===== config.mk =====
export PLATFORM = sky130hd
export DESIGN_NAME = audio_mixer
export DESIGN_NICKNAME = d
export VERILOG_FILES = /design/src/rtl/audio_mixer.sv
export SDC_FILE = /design/constraint.sdc
export NUM_CORES = 1
export LEC_CHECK = 0
export CORE_ASPECT_RATIO = 2
export CORE_MARGIN = 2
export CORE_UTILIZATION = 56
export DETAILED_ROUTE_END_ITERATION = 16
export GPL_TIMING_DRIVEN = 0
export HOLD_SLACK_MARGIN = 0.12
export PLACE_DENSITY = 0.77
export SETUP_SLACK_MARGIN = 0.4
export SYNTH_ARGS = -nofsm -noshare
export SYNTH_HDL_FRONTEND = slang
export SYNTH_SLANG_ARGS = --single-unit
export TNS_END_PERCENT = 20

===== constraint.sdc =====
create_clock -name clk -period 5.7 [get_ports clk]
set_input_delay 1.14 -clock clk [delete_from_list [all_inputs] [get_ports clk]]
set_output_delay 1.14 -clock clk [all_outputs]
set_load 0.01 [all_outputs]

===== src/rtl/audio_mixer.sv =====
// Three-state (IDLE/ACC/OUT) stereo mixer: snapshots NCH channels and per-channel gains on tick,
// accumulates one channel per clock, then saturates acc>>4. Optional sticky clip output: AUDIO_MIXER_CLIP_EN.
module audio_mixer #(
  parameter  int NCH = 3,
  parameter  int W   = 8,
  parameter  int OW  = 8,
  localparam int AW  = (NCH > 1) ? $clog2(NCH) : 1
) (
  input  logic             clk,
  input  logic             reset_n,
  input  logic             tick,
  input  logic [NCH*W-1:0] ch_in,
  input  logic             cfg_wr,
  input  logic [AW-1:0]    cfg_addr,
  input  logic [7:0]       cfg_data,
  output logic [OW-1:0]    audio_l,
  output logic [OW-1:0]    audio_r,
  output logic             audio_valid,
  output logic             busy
`ifdef AUDIO_MIXER_CLIP_EN
  ,
  output logic             clip
`endif
);

  localparam int CW   = $clog2(NCH + 1);
  localparam int ACCW = W + 4 + CW;
  localparam int XW   = (ACCW > OW) ? ACCW : OW + 1;

  typedef enum logic [1:0] {IDLE, ACC, OUT} state_e;

  state_e                state_q;
  logic [NCH-1:0][W-1:0] snap_q;
  logic [3:0]            gl_q  [NCH];
  logic [3:0]            gr_q  [NCH];
  logic [3:0]            gls_q [NCH];
  logic [3:0]            grs_q [NCH];
  logic [AW-1:0]         idx_q;
  logic [ACCW-1:0]       accl_q, accr_q;
  logic [ACCW-1:0]       prod_l, prod_r;
  logic [XW-1:0]         shl, shr, omax;
  logic                  sat_l, sat_r;
  logic [OW-1:0]         audio_l_q, audio_r_q;
  logic                  valid_q, busy_q;

  // Live gain registers; one block per channel so reset defaults stay constant per index
  for (genvar g = 0; g < NCH; g++) begin : g_gain
    localparam logic [3:0] GL_RST = (g == 0) ? 4'd8 : (g == 1) ? 4'd4 : 4'd0;
    localparam logic [3:0] GR_RST = (g == 1) ? 4'd4 : (g == 2) ? 4'd8 : 4'd0;

    always_ff @(posedge clk or negedge reset_n) begin
      if (!reset_n) begin
        gl_q[g] <= GL_RST;
        gr_q[g] <= GR_RST;
      end else if (cfg_wr && (cfg_addr == AW'(g))) begin
        gl_q[g] <= cfg_data[7:4];
        gr_q[g] <= cfg_data[3:0];
      end
    end
  end

  always_comb begin
    prod_l = ACCW'(snap_q[idx_q]) * ACCW'(gls_q[idx_q]);
    prod_r = ACCW'(snap_q[idx_q]) * ACCW'(grs_q[idx_q]);
    shl    = XW'(accl_q >> 4);
    shr    = XW'(accr_q >> 4);
    omax   = '0;
    omax[OW-1:0] = '1;
    sat_l  = shl > omax;
    sat_r  = shr > omax;
  end

  always_ff @(posedge clk or negedge reset_n) begin
    if (!reset_n) begin
      state_q   <= IDLE;
      snap_q    <= '0;
      gls_q     <= '{default: '0};
      grs_q     <= '{default: '0};
      idx_q     <= '0;
      accl_q    <= '0;
      accr_q    <= '0;
      audio_l_q <= '0;
      audio_r_q <= '0;
      valid_q   <= 1'b0;
      busy_q    <= 1'b0;
    end else begin
      valid_q <= 1'b0;
      case (state_q)
        IDLE: begin
          if (tick) begin
            snap_q  <= ch_in;
            gls_q   <= gl_q;
            grs_q   <= gr_q;
            accl_q  <= '0;
            accr_q  <= '0;
            idx_q   <= '0;
            busy_q  <= 1'b1;
            state_q <= ACC;
          end
        end
        ACC: begin
          accl_q <= accl_q + prod_l;
          accr_q <= accr_q + prod_r;
          idx_q  <= idx_q + AW'(1);
          if (idx_q == AW'(NCH - 1)) state_q <= OUT;
        end
        OUT: begin
          audio_l_q <= sat_l ? '1 : shl[OW-1:0];
          audio_r_q <= sat_r ? '1 : shr[OW-1:0];
          valid_q   <= 1'b1;
          busy_q    <= 1'b0;
          state_q   <= IDLE;
        end
        default: state_q <= IDLE;
      endcase
    end
  end

  assign audio_l     = audio_l_q;
  assign audio_r     = audio_r_q;
  assign audio_valid = valid_q;
  assign busy        = busy_q;

`ifdef AUDIO_MIXER_CLIP_EN
  logic clip_q;

  // Saturation in OUT takes priority over a coincident configuration write
  always_ff @(posedge clk or negedge reset_n) begin
    if (!reset_n) begin
      clip_q <= 1'b0;
    end else if ((state_q == OUT) && (sat_l || sat_r)) begin
      clip_q <= 1'b1;
    end else if (cfg_wr) begin
      clip_q <= 1'b0;
    end
  end

  assign clip = clip_q;
`endif

endmodule


After elaboration in Yosys (flattened, before gate mapping)
Index checks and enable logic that the tools add are counted.
{"block": "op_classes", "add_sub_neg": 3, "n_mul": 2, "magnitude_cmp": 4, "eq_ne": 7, "n_mux": 21, "bitwise": 1, "n_reduce_logical": 11}
{"operator": "$pmux 14 s2", "n": 2}
{"operator": "$add 14x12->14", "n": 2}
{"operator": "$mul 8x4->12", "n": 2}
{"operator": "$mux 8", "n": 3}
{"operator": "$gt 10x8->1 const B", "n": 2}
{"operator": "$bmux 4 s2", "n": 2}
{"operator": "$bmux 8 s2", "n": 1}
{"operator": "$mux 4", "n": 4}
{"operator": "$mux 14", "n": 1}
{"operator": "$pmux 2 s2", "n": 2}
{"operator": "$reduce_and 2->1", "n": 4}
{"operator": "$eq 2x2->1 const B", "n": 3}
{"operator": "$mux 2", "n": 3}
{"operator": "$eq 2x1->1 const B", "n": 2}
{"operator": "$logic_not 2->1", "n": 2}
{"operator": "$ne 2x2->1 const B", "n": 2}
{"operator": "$reduce_bool 2->1", "n": 2}
{"operator": "$ge 3x3->1 const B", "n": 1}
{"operator": "$logic_and 1x1->1", "n": 3}
{"operator": "$lt 2x3->1 const B", "n": 1}
{"operator": "$not 2->3", "n": 1}
{"operator": "$add 2x1->2 const B", "n": 1}
{"operator": "$mux 1", "n": 2}
{"operator": "$pmux 1 s2", "n": 1}
{"block": "totals", "regBits": 122, "elab_cells": 72}

Longest topological paths before layout
{"block": "depth", "word_depth": 7, "depth_mapped": 18, "depth_no_buf": 16}

Least setup slack after synthesis
OpenSTA, ideal clock, no wires.
{"block": "synth_timing", "path_type": "flip-flop to flip-flop", "start": "reg idx_q[0]", "end": "reg accl_q[13]", "arrival_ns": 4.709, "t_required_ns": 5.561, "slack_ns": 0.852, "stages_incl_launch_ff": 18, "path_buffers": 2, "synth_period_minus_slack_ns": 4.848, "cell_sequence": "dfrtp_1 -> buf_2 -> buf_2 -> mux2i_1 -> nor2_1 -> a31oi_1 -> nor2_1 -> fa_1 -> fa_1 -> inv_1 -> fa_1 -> inv_1 -> ha_1 -> a21oi_1 -> nand2_1 -> o31a_1 -> nor4b_4 -> or4_1"}
{"block": "synth_between", "elab_chain_len": 7}
{"item": "from (decl)", "line": "38", "source": "logic [AW-1:0] idx_q;"}
{"item": "from (signal assigned)", "line": "104", "source": "idx_q <= idx_q + AW'(1);"}
{"item": "$not 2->3 (not written as such)", "line": "63", "source": "prod_l = ACCW'(snap_q[idx_q]) * ACCW'(gls_q[idx_q]);"}
{"item": "$bmux 4 s2", "line": "63"}
{"item": "$mux 4 (not written as such) (2 in a row)", "line": "63"}
{"item": "$mul 8x4->12 (*)", "line": "63"}
{"item": "$add 14x12->14 (*)", "line": "102", "source": "accl_q <= accl_q + prod_l;"}
{"item": "$pmux 14 s2 (*)", "line": "88", "source": "case (state_q)"}
{"item": "to (signal assigned)", "line": "102"}
{"item": "to (decl)", "line": "39", "source": "logic [ACCW-1:0] accl_q, accr_q;"}
Every way passes the cells marked *; elsewhere a longest branch is shown, timed or not. The select of a mux whose other input is x is not followed.
A chain may end at the register's enable or synchronous reset.

Final worst setup path
{"block": "layout_timing", "start": "reg idx_q[1]", "end": "reg accr_q[12]"}
{"block": "layout_between", "elab_chain_len": 7}
{"item": "$not 2->3 (not written as such)", "line": "64", "source": "prod_r = ACCW'(snap_q[idx_q]) * ACCW'(grs_q[idx_q]);"}
{"item": "$bmux 4 s2", "line": "64"}
{"item": "$mux 4 (not written as such) (2 in a row)", "line": "64"}
{"item": "$mul 8x4->12 (*)", "line": "64"}
{"item": "$add 14x12->14 (*)", "line": "103", "source": "accr_q <= accr_q + prod_r;"}
{"item": "$pmux 14 s2 (*)", "line": "88"}
{"item": "to (signal assigned)", "line": "103"}
{"item": "to (decl)", "line": "39"}
Marked as above.

==> run summary <==
status: completed
Post-synth top cells: 176 x nand2_1, 118 x dfrtp_1, 99 x inv_1, 82 x nor2_1, 45 x ha_1
Die X-Extent: 86.8 um
sequential share of the synthesized area: 39.9%
Setup violations, final: 0
die area: 14700 um^2
Slew HR: 42.0%
cell area after synthesis: 7670 um^2
total number of vias: 6088
largest cells by area after synthesis: dfrtp_1 38%, fa_1 11%, nand2_1 8.6%
Post-Synth Simple-Gate Area: 18.5%
Final min period: 5.09 ns
WL per Instance: 16.5 um
n_diodes: 0
number of synthesized flops with an enable pin: 0
drt pass-1 iters: 5
GPL Wtd Cong: 0.888
Ports: 56
Root Buffer: clkbuf_16
maximum clock path buffer count: 2
Synth Flop Type: dfrtp_1
Max Fclk: 0.196 GHz
Hold WC Path Type: reg2reg
CP most frequent cell: fa_1
Hold Vio Cnt, Final: 0
synth unique cells: 51
CP cell instances: clkbuf_2 > and2b_1 > clkbuf_4 > a21oi_2 > nor2_1 > fa_1 > fa_1 > inv_1 > fa_1 > inv_1 > ha_1 > a21o_1 > a21oi_2 > a211oi_1 > or4_1 > a32o_1
Synth Warn #: 0
first-pass GRT wire length: 30.4 mm
FFs w/ async S/R, synth: 100%
Worst path max stage delay: 0.55 ns
Crit. End Element: flip-flop
Cell Rows: 60
vias in the first global route: 6465
H-tree levels: 4
GRT Overall Usage: 26.6%
grt total ovfl: 0
Max-Cap Viols: 0
Max FO, Critical Path: 10
CORE AREA: 13400 um^2
XOR/XNOR Fraction of Synth Area: 0.913%
WS Path Type: reg2reg
Synth Area per Inst: 9.18 um^2
largest family of logic cells by synthesized area: simple AND/OR/NAND/NOR gates
Area Growth Syn to Fin: 20.2%
layout cells sized above 1: 9.41%
initial antenna violation count: 0
DRC viols: 0
CP Launch Type: flip-flop
Yosys top cell by area: dfrtp_1
Yosys top cell area share: 38.5%
Die Y: 170 um
DR vias/cell: 5.64
worst-skew pair later-pin latency: 0.43 ns
Arrival @ worst endpoint: 5.40 ns
largest net degree at the start of global routing: 77
antenna-violating nets left: 0
min-delay src: gr_q[4]
clock sink total: 122
setup TNS: 0 ns
Worst Max-Slew Pin Slew: 0.867 ns
Mapped Cells: 836
Syn Nets: 961
RSZ-0062 raised after global routing: false
hpwl dp: 13.3 mm
I/O Buffers: 55
CTS Buf Count: 17
final worst path period share: 89.3%
multiplexer share of the synthesized area: 5.61%
initial core utilization: 57.1%
reg2reg start: idx_q[1]
synthesis-stage register bit count: 122
Setup Skew: 0.0107 ns
CTS tree: done
DR iter-0 viols: 240
hold_buf cts: 0
DRT Wirelength: 17.8 mm
adder-cell area share of the yosys netlist: 18.3%
register clock-pin slew on the reported worst setup and hold paths: 0.06 ns
CP Launch Point: idx_q[1]
count leader, synth: nand2_1
Slowest cell on crit path: fa_1
final net count: 1037
Slew Viols, Final: 0
Crit path required time: 6.01 ns
worst reg-to-reg path cell count: 16
worst hold path depth: 2
Synth Area in Compound Gates: 10.5%
[flip-flops by register name (all words and copies together) (netlist names), 2 cells and up]
name / count
idx_q: 2
accr_q: 14
gls_q: 12
gl_q: 12
audio_r: 8
grs_q: 12
state_q: 2
accl_q: 14
audio_l: 8
snap_q: 24
gr_q: 12
[layout by cell type (no fill, tap or decap), drive strengths merged, types with 4 or more instances in the layout]
cell type / count
or2: 10
xnor2: 4
nor2: 82
mux2i: 16
buf: 10
clkbuf: 41
o21a: 6
nand4: 4
ha: 45
fa: 42
dfstp: 4
inv: 106
o21ai: 27
a211oi: 6
o211ai: 5
mux2: 24
bufinv: 5
nor3: 9
clkdlybuf4s50: 54
nand2: 176
o22a: 16
a21o: 6
a21oi: 35
xor2: 4
nor3b: 4
nand3: 24
o31ai: 7
nand3b: 4
dfrtp: 118
[critical path: cells and delay by family, from the launching register on]
kind                       cells  cell delay (ns)
AOI/OAI and AO/OA              5             1.26
adders and majority gates      4             1.90
buffers and inverters          4             0.57
DFF                            1             0.38
and+or+nand+nor                3             0.85
[repair_timing]
| item | CTS | global route |
|---|---|---|
| resized for setup | 11 | 12 |
| setup buffers | 0 | 1 |
| endpoints found under the setup margin | 3 | 4 |
| endpoints found under the hold margin | 0 | 0 |
| gates cloned | 0 | 0 |
[metrics by stage]
step | setup slack (ns) | std cells | util, % | area [um^2] | hold slack, ns
floorplan | 0.852 | 836 | - | 7670 | 0.433
detailed placement | 0.100 | 1047 | 62.8 | 8450 | 0.449
global route | 0.399 | 1080 | 68.6 | 9220 | 0.484
finish | 0.609 | 1080 | 68.6 | 9220 | 0.460
global placement | -1.26 | 1046 | 62.6 | 8420 | 0.443
CTS | 0.420 | 1079 | 68.2 | 9160 | 0.461
[layout make-up]
cell class / count / area (um^2)
multi-input combinational: 585 / 4210
fill: 1015 / 4220
clock inverter: 14 / 233
timing repair buffer: 57 / 587
sequential: 122 / 3060
buffer: 30 / 129
tap: 155 / 194
inverter: 99 / 372
clock buffer: 18 / 439
[cells by family (layout without fill, tap and decap cells)]
| group | after synthesis | after routing |
|---|---|---|
| fa+ha+maj | 87 | 87 |
| mux | 40 | 40 |
| flops | 122 | 122 |
| buf+inv | 129 | 218 |
| simple gates | 330 | 330 |
| xor+xnor | 8 | 8 |
| compound gates | 120 | 120 |
[final timing paths]
path	endpoint	slack [ns]
min	grs_q[4]	0.46
max	accr_q[12]	0.61
min in group asynchronous	accr_q[8]	0.64
max in group asynchronous	gr_q[3]	4.30
max reg2reg	accr_q[12]	0.61
min reg2reg	grs_q[4]	0.46
[per-layer routing]
layer  global-route usage [%]  share of wire [%]
met1                     29.7                 36
met2                     47.6                 56
met3                     3.50                3.5
met4                     14.7                4.3
met5                        0                  0
Power is left out: the tool's default activity adds up to more than one toggle a clock period on the data nets, which glitch-free logic cannot reach.
